[src/rtl/lsr_shift_sequencer.sv]
// Request FIFO and registered output stage wrapped around the combinational LSR barrel shifter.
// Head entry drives the shifter; its result is captured into a valid/ready output register.
module lsr_shift_sequencer #(
    parameter int DEPTH = 4,
    parameter int CNT_W = 16
) (
    input  logic                     clk,
    input  logic                     rst_n,
    input  logic                     in_valid,
    output logic                     in_ready,
    input  logic [7:0]               in_data,
    input  logic [2:0]               in_amt,
    output logic [7:0]               sh_data,
    output logic [2:0]               sh_amt,
    input  logic [7:0]               sh_result,
    output logic                     out_valid,
    input  logic                     out_ready,
    output logic [7:0]               out_data,
    output logic [2:0]               out_amt,
    output logic [$clog2(DEPTH):0]   fifo_count,
    output logic [CNT_W-1:0]         done_count
);

    localparam int PTR_W = $clog2(DEPTH);
    localparam int FC_W  = PTR_W + 1;

    logic [10:0]      mem [DEPTH];
    logic [PTR_W-1:0] wr_ptr;
    logic [PTR_W-1:0] rd_ptr;
    logic [10:0]      head;
    logic             push;
    logic             load;
    logic             fifo_empty;

    // in_ready depends only on fifo_count, so out_ready never reaches it combinationally
    assign in_ready   = (fifo_count != FC_W'(DEPTH));
    assign fifo_empty = (fifo_count == '0);
    assign push       = in_valid & in_ready;
    assign load       = ~fifo_empty & (~out_valid | out_ready);

    assign head    = fifo_empty ? '0 : mem[rd_ptr];
    assign sh_data = head[10:3];
    assign sh_amt  = head[2:0];

    always_ff @(posedge clk) begin
        if (push) begin
            mem[wr_ptr] <= {in_data, in_amt};
        end
    end

    // DEPTH is a power of two, so pointers wrap by natural overflow
    always_ff @(posedge clk or negedge rst_n) begin
        if (!rst_n) begin
            wr_ptr     <= '0;
            rd_ptr     <= '0;
            fifo_count <= '0;
        end else begin
            if (push) begin
                wr_ptr <= wr_ptr + 1'b1;
            end
            if (load) begin
                rd_ptr <= rd_ptr + 1'b1;
            end
            case ({push, load})
                2'b10:   fifo_count <= fifo_count + 1'b1;
                2'b01:   fifo_count <= fifo_count - 1'b1;
                default: fifo_count <= fifo_count;
            endcase
        end
    end

    always_ff @(posedge clk or negedge rst_n) begin
        if (!rst_n) begin
            out_valid <= 1'b0;
            out_data  <= '0;
            out_amt   <= '0;
        end else if (load) begin
            out_valid <= 1'b1;
            out_data  <= sh_result;
            out_amt   <= sh_amt;
        end else if (out_valid && out_ready) begin
            out_valid <= 1'b0;
        end
    end

    always_ff @(posedge clk or negedge rst_n) begin
        if (!rst_n) begin
            done_count <= '0;
        end else if (out_valid && out_ready) begin
            done_count <= done_count + 1'b1;
        end
    end

endmodule

[config.mk]
export PLATFORM = sky130hd
export DESIGN_NAME = lsr_shift_sequencer
export DESIGN_NICKNAME = d
export VERILOG_FILES = /design/src/rtl/lsr_shift_sequencer.sv
export SDC_FILE = /design/constraint.sdc
export NUM_CORES = 1
export LEC_CHECK = 0
export CORE_UTILIZATION = 40
export CTS_BUF_LIST = sky130_fd_sc_hd__clkbuf_2
export DETAILED_ROUTE_END_ITERATION = 12
export GPL_TIMING_DRIVEN = 0
export PLACE_DENSITY_LB_ADDON = 0.12
export SYNTH_ARGS = -nofsm -noshare
export SYNTH_HDL_FRONTEND = slang
export SYNTH_SLANG_ARGS = --single-unit
[constraint.sdc]
create_clock -name clk -period 1.9 [get_ports clk]
set_input_delay 0.38 -clock clk [delete_from_list [all_inputs] [get_ports clk]]
set_output_delay 0.38 -clock clk [all_outputs]
set_load 0.005 [all_outputs]
==> results of run 1 <==
==> power by group <==
group	internal [mW]	leakage (nW)	switching [mW]	total (mW)
clock	0.449	0.0798	0.538	0.987
combinational	1.74	0.885	1.12	2.86
sequential	2.29	0.828	0.239	2.53
==> cells in the mapped netlist <==
library cell / n
nor2_1: 3
a21oi_2: 1
dfrtp_1: 35
mux4_2: 11
nor2b_1: 11
nand4_1: 5
xnor2_1: 17
edfxtp_1: 44
nand3_1: 8
xor2_1: 4
fa_1: 1
and4_1: 3
and2_1: 2
and3_1: 6
o21ai_0: 1
buf_4: 1
inv_1: 8
buf_6: 1
mux2_2: 13
clkbuf_1: 1
ha_1: 6
nor3_2: 1
mux2i_1: 1
nand2_1: 5
buf_2: 1
==> sequential cells by signal, summed over array words and instances, names as in the netlist <==
name,flops
done_count,16
fifo_count,3
mem,44
out_amt,3
out_data,8
out_valid,1
rd_ptr,2
wr_ptr,2
==> cell type report <==
class                   count  area, sq um
fillers                   622         3247
flip-flops and latches     79         2205
multi-input cells          99         1027
repair buffers            101        899.6
well taps                 102        127.6
clock inverters             4        71.32
clock buffers              12        60.06
plain buffers               4        52.55
inverters                   8        37.54
==> what timing repair did <==
action	4_1_cts	5_1_grt
endpoints found under the setup margin	20	22
gates cloned	1	0
hold buffers	1	0
setup buffers	23	13
pin swaps	7	2
gates resized for setup	78	2
hold endpoints to repair	35	0
==> worst register-to-register path, cell delays in order, from the launching register on <==
cell	delay, ps
dfrtp_2	440
nor3_4	60
buf_4	170
a21oi_4	130
buf_6	130
ha_4	130
inv_2	40
fa_2	340
xor2_1	160
nor2_1	110
xor2_1	140
==> worst paths after layout <==
| check | from | to | slack, ps | depth (start not counted) |
|---|---|---|---|---|
| worst max-delay path | rd_ptr[0] | sh_amt[0] | -400 | 5 |
| worst min-delay path | rst_n | done_count[7] | 470 | 2 |
| worst max register to register | fifo_count[0] | fifo_count[2] | -10 | 10 |
| worst min register to register | done_count[15] | done_count[15] | 490 | 1 |
| max in group asynchronous | rst_n | rd_ptr[0] | 860 | 2 |
| min in group clk | done_count[15] | done_count[15] | 490 | 1 |
==> metal layers <==
metal	GRT usage [%]	up-vias	part of all wire, %
met2	25.38	40	50
li1	-	927	-
met1	21.59	978	45
met5	0	-	0
met4	6.349	0	1.3
met3	3.015	7	3.9
==> metrics by stage <==
| stage | instances | util (%) | setup WS, ps | instance area, sq um | hold slack, ps |
|---|---|---|---|---|---|
| floorplan | 190 | - | 19.05 | 3238 | 84.41 |
| global placement | 357 | 51.98 | -693.1 | 4016 | 471.8 |
| detailed placement | 357 | 51.91 | -678.4 | 4011 | 464.4 |
| CTS | 397 | 57.04 | -422.7 | 4408 | 470.5 |
| global route | 409 | 57.98 | -472.3 | 4481 | 462.8 |
| finish | 409 | 57.98 | -402.1 | 4481 | 474.4 |
==> cells by family after synthesis <==
kind of cell,count (synthesis),synth area share (%)
buf+inv,12,1.794
compound gates,2,0.4289
fa+ha+maj,7,2.964
flops,79,68.49
xor+xnor,21,5.733
mux,25,12.60
simple gates,44,7.996
==> flow_summary_export.csv, run 1 <==
group,metric,value,unit
setup_path,cp_slowest_stage_delay,510,ps
cts,cts.path.max_buffers,2,
yosys,ys_seq_elements,79,
die,start_util,41.52,%
yosys,seq_area_frac_synth,68.49,%
final_layout,antennaDiodeCount,0,
die,num_io_pins,66,
global_route,grt_first_pass_wirelength,9956,um
setup_path,path_cells,"buf_6 -> buf_6 -> mux4_2 -> nor2b_4 -> buf_2",
yosys,yosys.area.top_type,"edfxtp_1",
route,post_drt_via_cell_ratio,4.773,
die,core_area,7727,sq um
outcome,failed_checks,"setup timing",
placed_design,portBuffers,65,
final_layout,layout_common_cells,"clkdlybuf4s50_1 (49), edfxtp_1 (44), dfrtp_1 (29)",
placed_design,post-dp-hpwl,3894,um
cts,htreeDepth,3,
power_and_ir_drop,pwr_density_cell,1423,nW/um^2
cts,cts_tree,"built",
global_route,overflow,0,
global_route,grtUsageTotal,15.93,%
setup_path,crit_path_top_delay_cell,"mux4_2",
global_route,grt_max_degree,36,
setup_path,critical_path_arrival,1920,ps
yosys,synthTopCellsByArea,"edfxtp_1 (41%), dfrtp_1 (27%), mux4_2 (7.7%)",
final_layout,final_common_cell,"clkdlybuf4s50_1",
power_and_ir_drop,total_power,6.374,mW
setup_path,crit_family,"multiplexers",
final_layout,drive_gt1_share,35.83,%
yosys,ys_warn_count,0,
final_layout,syn2layout_area_growth,39.66,%
global_route,antenna_found_initial,0,
run,max_cap_violations,0,
setup_path,endpoint_kind,"primary output",
setup_path,startpoint_type,"flip-flop",
yosys,synth_fp_nets,220,
global_route,first_global_vias,1912,
yosys,syn_inst,190,
cts,cts-buffers-inserted,9,
sta,final-max-slew-violation-count,0,
sta,setup_slack,-402.1,ps
outcome,status,"finished with violations",
die,dieArea,8382,sq um
cts,root_buffer,"clkbuf_2",
setup_path,path_max_fanout,3,
die,die_w,91.56,um
setup_path,crit_required,1520,ps
cts,clock_latency,480,ps
placed_design,routabilityCongestion,0.7171,
setup_path,crit_type,"reg2out",
yosys,synth_area_per_cell,16.88,sq um
route,finalWirelength,6327,um
yosys,synthDistinctLibCells,25,
route,drtPass1Iterations,4,
final_layout,nNetsFinal,332,
die,die_h,91.56,um
route,num_vias,1952,
power_and_ir_drop,vdd_drop_max,0.0008460,V
setup_path,path_buf_inv,3,
route,remaining_drc_errors,0,
setup_path,path_common_cell,"buf_6",
hold_path,holdCritPathClass,"in2async",
yosys,yosys.area.top_type_share,41.19,%
sta,slew_headroom,47.73,%
route,drt_iter0_drc,82,
yosys,syn-cell-area,3208,sq um
route,drt-wirelength-per-cell,15.47,um
sta,max_freq,0.4344,GHz
sta,tns,-3687,ps
cts,cts.sinks,79,
sta,final_hold_viol_count,0,
sta,fin_crit_sh,121.2,%
sta,final.min_clock_period,2302,ps
sta,finalSetupViolCount,12,
sta,rsz0062_at_grt,"true",
sta,fin_worst_skew,19.30,ps
route,detail-route-antenna-nets,0,
power_and_ir_drop,leakagePower,1.793,nW
die,rows,32,
sta,tightest_slew,784.0,ps
cts,path_clk_slew,210,ps
Power figures use the tool's default switching activity.
==> inputs of run 2 (changes only) <==
- CAP_MARGIN: unset -> 30
- CORE_MARGIN: unset -> 8
==> run 2 against run 1 <==
Against the previous run:
- the flow still finishes with violations (setup timing)
- routed wire length is 7.1% higher
- sequential share of layout area fell by 0.34 points
- final cell count stayed put
- sequential power barely moved
- hold slack lost 6.3 ps
- clock power fell by 4.2%
- via count up 0.97%
- power fell by 0.26%
- first-iteration DRC count is 9.8% higher
- register-to-register slack improved by 30 ps
- critical path depth did not move
- critical endpoint is now sh_data[4]
==> flow_summary_export.csv, run 2 (same netlist as run 1, synthesis figures left out) <==
group,metric,value,unit
route,finalWirelength,6779,um
final_layout,final_common_cell,"edfxtp_1",
hold_path,holdCritPathClass,"in2async",
global_route,grt_max_degree,36,
global_route,first_global_vias,2129,
power_and_ir_drop,total_power,6.357,mW
route,remaining_drc_errors,0,
setup_path,crit_required,1520,ps
run,max_cap_violations,0,
sta,setup_slack,-395.0,ps
sta,fin_crit_sh,120.8,%
cts,cts.sinks,79,
final_layout,drive_gt1_share,36.16,%
power_and_ir_drop,p_sw,1.992,mW
power_and_ir_drop,vdd_drop_max,0.0007953,V
sta,final.min_clock_period,2295,ps
power_and_ir_drop,p_comb_share,45.6,%
final_layout,layout_common_cells,"edfxtp_1 (44), clkdlybuf4s50_1 (41), dfrtp_1 (29)",
final_layout,top_register,"mem",
global_route,antenna_found_initial,0,
final_layout,instances_no_fill,409,
final_layout,nNetsFinal,332,
placed_design,pre_cts_ws,-698.4,ps
setup_path,crit_type,"reg2out",
power_and_ir_drop,seq_power_share,39.5,%
cts,cts.path.max_buffers,2,
sta,rsz0062_at_grt,"true",
route,drtPass1Iterations,4,
cts,root_buffer,"clkbuf_2",
placed_design,portBuffers,65,
route,post_drt_via_cell_ratio,4.819,
sta,whs,468.1,ps
sta,max_freq,0.4357,GHz
global_route,overflow,0,
power_and_ir_drop,intPower,4.365,mW
sta,finalSetupViolCount,11,
setup_path,endpoint_kind,"primary output",
placed_design,routabilityCongestion,0.6884,
sta,tightest_slew,825.5,ps
die,core_area,7767,sq um
outcome,status,"finished with violations",
setup_path,path_max_fanout,3,
setup_path,critical_path_arrival,1920,ps
cts,clock_latency,500,ps
global_route,grtUsageTotal,12.39,%
route,drt-wirelength-per-cell,16.57,um
die,die_w,105.6,um
route,drt_iter0_drc,90,
power_and_ir_drop,pwr-share-clk,14.9,%
power_and_ir_drop,leakagePower,1.931,nW
die,die_h,105.6,um
placed_design,post-dp-hpwl,4311,um
final_layout,syn2layout_area_growth,40.64,%
power_and_ir_drop,pwr_density_cell,1409,nW/um^2
die,dieArea,11140,sq um
power_and_ir_drop,swShare,31.34,%
route,num_vias,1971,
cts,cts-buffers-inserted,9,
placed_design,dp_cells,357,
final_layout,top_regs,"mem (44), done_count (16), out_data (8)",
setup_path,startpoint_type,"flip-flop",
die,num_io_pins,66,
cts,path_clk_slew,250,ps
sta,final_hold_viol_count,0,
sta,fin_worst_skew,22.30,ps
final_layout,largest_register_ffs,44,
die,start_util,41.30,%
sta,final-max-slew-violation-count,0,
route,detail-route-antenna-nets,0,
sta,slew_headroom,44.97,%
cts,htreeDepth,3,
die,rows,32,
cts,cts_tree,"built",
final_layout,antennaDiodeCount,0,
global_route,grt_first_pass_wirelength,10810,um
outcome,failed_checks,"setup timing",
final_layout,nFillCells,651,
-- run 2: changes by cell type in the layout (fill, tap and decap cells not counted), sizes merged --
cell	delta
inv	+3
dlymetal6s2s	+8
bufinv	-1
clkinv	+1
clkbuf	-3
clkdlybuf4s15	-1
buf	+1
clkdlybuf4s50	-8
-- run 2: layer usage --
layer | track usage (%) | routed length, um | up-vias | part of all wire, %
li1 | - | - | 927 | -
met1 | 15.59 | 3084 | 996 | 45
met2 | 19.92 | 3327 | 39 | 49
met3 | 3.045 | 281 | 9 | 4.1
met4 | 5.427 | 85 | 0 | 1.3
met5 | 0 | 0 | - | 0
-- run 2: critical path: stages, from the launching register on --
cell and delay [ps]:
dfrtp_2 480, buf_12 130, buf_8 90, mux4_2 480, nor2b_4 130, buf_2 120
-- run 2: worst paths after layout --
| check | slack (ps) | startpoint | endpoint | depth (start not counted) |
|---|---|---|---|---|
| hold / removal | 470 | rst_n | done_count[4] | 2 |
| max in group asynchronous | 840 | rst_n | fifo_count[0] | 2 |
| hold reg to reg | 500 | done_count[15] | done_count[15] | 1 |
| setup / recovery | -400 | rd_ptr[0] | sh_data[4] | 5 |
| min in group clk | 490 | sh_result[5] | out_data[5] | 2 |
| setup reg to reg | 20 | fifo_count[0] | fifo_count[2] | 11 |
-- run 2: cell type report --
class | instances | area (sq um) | area share, %
Clock inverter | 7 | 80.08 | 1.775
Buffer | 3 | 41.29 | 0.9151
Inverter | 8 | 42.54 | 0.9429
Tap cell | 102 | 127.6 | 2.829
Clock buffer | 9 | 45.04 | 0.9983
Timing Repair Buffer | 102 | 950.9 | 21.08
Sequential cell | 79 | 2205 | 48.86
Multi-Input combinational cell | 99 | 1020 | 22.60
-- run 2: power by group through the flow --
stage / combinational, mW / clock [mW] / sequential, mW
3_3_place_gp: 2.35 / 0 / 2.62
6_report: 2.90 / 0.946 / 2.51
4_1_cts: 2.85 / 0.975 / 2.52
5_1_grt: 3.19 / 1.03 / 2.56
3_5_place_dp: 2.37 / 0 / 2.63
2_1_floorplan: 1.20 / 0 / 2.59
-- run 2: repair_timing --
action                     4_1_cts  5_1_grt
resized for setup               79       17
setup buffers                   29        7
hold endpoints to repair        35        0
pin swaps                        6        6
hold buffers                     1        0
setup endpoints to repair       30       23
cloned                           1        0
-- run 2: through the flow --
step | cell area [sq um] | setup TNS [ps] | util [%]
after floorplan | 3238 | 0 | -
after global placement | 4016 | -20280 | 51.71
after detailed placement | 4011 | -5576 | 51.64
after CTS | 4428 | -4695 | 57.01
after global routing | 4512 | -5218 | 58.09
final | 4512 | -3908 | 58.09
==> inputs of run 3 (changes only) <==
- CTS_CLUSTER_SIZE: unset -> 14
==> results of run 3 <==
No change in the layout: final DEF, timing and power equal those of run 2.
